==> config.mk <==
export PLATFORM = sky130hd
export DESIGN_NAME = mmss_countdown
export DESIGN_NICKNAME = d
export VERILOG_FILES = /design/src/rtl/mmss_countdown.sv
export SDC_FILE = /design/constraint.sdc
export NUM_CORES = 1
export LEC_CHECK = 0
export ABC_CLOCK_PERIOD_IN_PS = 2000
export CAP_MARGIN = 5
export CORE_UTILIZATION = 33
export CTS_BUF_LIST = sky130_fd_sc_hd__clkbuf_4
export CTS_CLUSTER_SIZE = 28
export DETAILED_ROUTE_END_ITERATION = 16
export PLACE_DENSITY = 0.6
export SLEW_MARGIN = 10
export SYNTH_ARGS = -nofsm -noshare
export SYNTH_HDL_FRONTEND = slang
export SYNTH_SLANG_ARGS = --single-unit
==> constraint.sdc <==
create_clock -name clk -period 2 [get_ports clk]
set_input_delay 0.3 -clock clk [delete_from_list [all_inputs] [get_ports clk]]
set_output_delay 0.3 -clock clk [all_outputs]
set_load 0.005 [all_outputs]
==> src/rtl/mmss_countdown.sv <==
// Microwave cooking timer: 4-digit BCD mm:ss entry register with a 1 Hz countdown.
// Ports: clk, clearn (async clear), en, key_valid/key_data in; BCD digits, timer_done, tick out.
module mmss_countdown #(
  parameter int CLK_PER_SEC = 1000000,
  parameter int PS_W        = $clog2(CLK_PER_SEC)
) (
  input  logic       clk,
  input  logic       clearn,
  input  logic       en,
  input  logic       key_valid,
  input  logic [3:0] key_data,
  output logic [3:0] sec_ones,
  output logic [3:0] sec_tens,
  output logic [3:0] min_ones,
  output logic [3:0] min_tens,
  output logic       timer_done,
  output logic       tick
);

  localparam logic [PS_W-1:0] PS_MAX = PS_W'(CLK_PER_SEC - 1);

  logic [PS_W-1:0] ps;
  logic            last;
  logic            go;
  logic            load;
  logic [3:0]      n_so;
  logic [3:0]      n_st;
  logic [3:0]      n_mo;
  logic [3:0]      n_mt;

  assign timer_done = (sec_ones == 4'd0) && (sec_tens == 4'd0)
                   && (min_ones == 4'd0) && (min_tens == 4'd0);

  assign last = (ps == PS_MAX);
  assign go   = en && !timer_done && last;
  assign load = !en && key_valid && (key_data <= 4'd9);

  // Borrow chain; only used when not done, so min_tens is
  // never decremented from zero.
  always_comb begin
    n_so = sec_ones;
    n_st = sec_tens;
    n_mo = min_ones;
    n_mt = min_tens;
    if (sec_ones != 4'd0) begin
      n_so = sec_ones - 4'd1;
    end else if (sec_tens != 4'd0) begin
      n_st = sec_tens - 4'd1;
      n_so = 4'd9;
    end else if (min_ones != 4'd0) begin
      n_mo = min_ones - 4'd1;
      n_st = 4'd5;
      n_so = 4'd9;
    end else begin
      n_mt = min_tens - 4'd1;
      n_mo = 4'd9;
      n_st = 4'd5;
      n_so = 4'd9;
    end
  end

  // Partial seconds are dropped whenever counting is paused or done.
  always_ff @(posedge clk or negedge clearn) begin
    if (!clearn) begin
      ps <= '0;
    end else if (!en || timer_done || last) begin
      ps <= '0;
    end else begin
      ps <= ps + 1'b1;
    end
  end

  always_ff @(posedge clk or negedge clearn) begin
    if (!clearn) begin
      tick <= 1'b0;
    end else begin
      tick <= go;
    end
  end

  always_ff @(posedge clk or negedge clearn) begin
    if (!clearn) begin
      sec_ones <= 4'd0;
      sec_tens <= 4'd0;
      min_ones <= 4'd0;
      min_tens <= 4'd0;
    end else if (go) begin
      sec_ones <= n_so;
      sec_tens <= n_st;
      min_ones <= n_mo;
      min_tens <= n_mt;
    end else if (load) begin
      min_tens <= min_ones;
      min_ones <= sec_tens;
      sec_tens <= sec_ones;
      sec_ones <= key_data;
    end
  end

endmodule

==> results_dict.tcl <==
set metrics [dict create \
    core-area_sq_mm 0.00631 \
    die_y_um 82.7 \
    cp-end-kind "flip-flop" \
    synth-edff-count 0 \
    area_growth_pct 42.1 \
    slew_violations 0 \
    r2r_slack_ns -0.23 \
    io_buffers 25 \
    fin_ws_ns -0.228 \
    synth_common_cells "dfrtp_1, nor2_1, xnor2_1" \
    worst-setup-path-type "flip-flop to flip-flop" \
    yosys_register_bits 37 \
    slew_headroom_pct 67.9 \
    cts.sinks 37 \
    nets 312 \
    hold_class "input port to asynchronous set/reset pin" \
    rsz0062_at_grt "yes" \
    cts_tree "done" \
    antenna_found_initial 0 \
    grt_overflow 0 \
    cts-root-buf "clkbuf_4" \
    placementRows 29 \
    grt_use_total_pct 17.5 \
    routed_via_density 5.35 \
    max_freq_mhz 449 \
    grt_pass1_vias 1939 \
    die_area_sq_mm 0.00683 \
    ys_types 53 \
    critPathArrivalTime_ns 2.47 \
    io_pins 26 \
    synthSimpleGateAreaFrac_pct 24.2 \
    synth_cells 223 \
    vias 2024 \
    max-cap-violations 0 \
    yosys.area_share.adder_pct 1.75 \
    ys_top_cells_by_area "dfrtp_1, xnor2_1, nor2_1" \
    synthesis.area_sq_mm 0.00215 \
    crit_chain "or4b_4 > nor4_4 > buf_4 > o2111ai_4 > buf_4 > o32ai_1 > a21oi_1" \
    synth-seq-area-share_pct 43.1 \
    setup_viol 16 \
    synth_most_common_cell "dfrtp_1" \
    cp-start-kind "flip-flop" \
    fin_cells 378 \
    syn_nets 234 \
    die_w_um 82.7 \
    wl_um 5510 \
    synth_compound_area_share_pct 16.0 \
    async_flop_share_pct 100 \
    dp_hpwl_um 3900 \
    reg2reg_depth 7 \
    yosys.area.top_type "dfrtp_1" \
    fin_skew_ns 0.0153 \
    grt_start_max_net_pins 20 \
    synthMuxAreaShare_pct 3.26 \
    yosysWarnings 0 \
    routedWlPerCell_um 14.6 \
    fin_crit_sh_pct 111 \
    critPathRequiredTime_ns 2.25 \
    place_congestion 0.840 \
    drc 0 \
    first_pass_iters 4 \
    cp_max_fo 6 \
    synth_top_family_by_area "simple AND/OR/NAND/NOR gates" \
    grt_pass1_wl_um 9030 \
    worst_path_most_repeated_cell "buf_4" \
    max_stage_delay_ns 0.56 \
    ir_worst_vdd_mv 0.434 \
    cts_buffers 5 \
    initial_core_util_pct 34.0 \
    regToRegEndpoint "sec_tens[2]$_DFFE_PN0P_" \
    placedCellCount 361 \
    power_density_mw_per_mm2 682 \
    status "finished, violations left" \
    ant_nets 0 \
    critPathSlowestCell "or4b_4" \
    tightest_slew_ns 0.481 \
    violations "setup timing" \
    period_minus_slack_ns 2.23 \
    drive_gt1_share_pct 28.2 \
    synth-xor-area-share_pct 7.34 \
    clk_pin_slew_ns 0.12 \
    place_ws_ns -0.225 \
    synth_flop_cell "dfrtp_1" \
    syn_avg_cell_area_sq_um 9.63 \
    leakage_nw 1.32 \
    n_antenna_cell 0 \
    regToRegStartpoint "ps[12]$_DFF_PN0_" \
    clk-insertion-delay-late_ns 0.35 \
    synth.top_cell.area_share_pct 43.1 \
    cts_max_path_buffers 2 \
    drt_iter0_drc 87 \
    hold_viol 0 \
    htreeDepth 2 \
]
[how the worst max path moves through the flow]
stage | startpoint | to | cells past startpoint | slack (ns)
after floorplan | ps[8]$_DFF_PN0_ | sec_tens[1]$_DFFE_PN0P_ | 6 | -0.18
after global routing | ps[12]$_DFF_PN0_ | min_ones[1]$_DFFE_PN0P_ | 7 | -0.34
after CTS | ps[8]$_DFF_PN0_ | sec_tens[2]$_DFFE_PN0P_ | 7 | -0.18
after global placement | ps[8]$_DFF_PN0_ | sec_tens[2]$_DFFE_PN0P_ | 6 | -0.15
after detailed placement | ps[8]$_DFF_PN0_ | min_ones[1]$_DFFE_PN0P_ | 6 | -0.23
final | ps[12]$_DFF_PN0_ | sec_tens[2]$_DFFE_PN0P_ | 7 | -0.23
[logic make-up (layout without fill, tap and decap cells)]
family	Yosys count	after routing
and+or+nand+nor	94	94
AOI/OAI and AO/OA	42	43
DFF	37	37
buffers and inverters	22	99
xor gates and xnor gates	18	18
muxes	7	7
adders and majority gates	3	3
[per-layer routing]
layer	track usage, %	share of wire (%)	up-vias
li1	-	-	972
met1	21.4	45	993
met2	29.2	49	47
met3	3.52	3.8	12
met4	8.45	2.5	0
met5	0	0	-
[state kept, by name, summed over array words and instances, names as in the netlist]
| register | count |
|---|---|
| sec_tens | 4 |
| sec_ones | 4 |
| tick | 1 |
| min_ones | 4 |
| min_tens | 4 |
| ps | 20 |
[through the flow]
stage	utilization (%)	hold WS (ns)	area, sq um	setup TNS (ns)	total power [mW]
3_5_place_dp	44.7	0.281	2820	-2.43	1.66
6_report	48.3	0.421	3050	-2.63	2.08
2_1_floorplan	-	0.00441	2160	-1.34	1.23
3_3_place_gp	44.7	0.277	2820	-1.77	1.65
5_1_grt	48.3	0.438	3050	-4.32	2.22
4_1_cts	46.9	0.428	2960	-2.26	2.07
[timing repair]
item / in CTS / in global routing
setup buffers: 6 / 2
endpoints found under the hold margin: 18 / 0
setup endpoints to repair: 17 / 37
gates cloned: 1 / 2
pin swaps: 4 / 6
hold buffers: 1 / 0
gates resized for setup: 7 / 13
[cell type report]
type / instances / area (sq um)
clock inverters: 1 / 3.75
inverters: 11 / 41.3
well taps: 77 / 96.3
multi-input cells: 165 / 1220
repair buffers: 81 / 718
fillers: 604 / 3260
flip-flops and latches: 37 / 926
clock buffers: 6 / 45.0
[power breakdown]
part           switching, mW  total [mW]  internal [mW]  leakage [nW]
Sequential            0.0777       0.912          0.834         0.475
Clock                  0.256       0.398          0.142        0.0292
Combinational          0.353       0.771          0.418         0.814
[cell usage in the layout, fill, tap and decap left out, types with 4 or more instances in the layout]
| cell | count |
|---|---|
| and3_1 | 5 |
| xnor2_1 | 15 |
| a21oi_1 | 4 |
| nand3_1 | 8 |
| clkbuf_4 | 6 |
| buf_6 | 4 |
| nor2_1 | 34 |
| clkdlybuf4s50_1 | 23 |
| nor3_1 | 9 |
| o22ai_1 | 6 |
| dfrtp_1 | 37 |
| buf_4 | 47 |
| mux2i_1 | 7 |
| nand2_1 | 11 |
| inv_1 | 10 |
| nor4_4 | 4 |
[critical path: cells and delay by family, from the launching register on]
kind,cells,cell delay [ns]
buffers and inverters,2,0.39
flip-flops,1,0.39
AND/OR/NAND/NOR,2,0.87
AO/OA/AOI/OAI,3,0.48
Power figures use the tool's default switching activity.
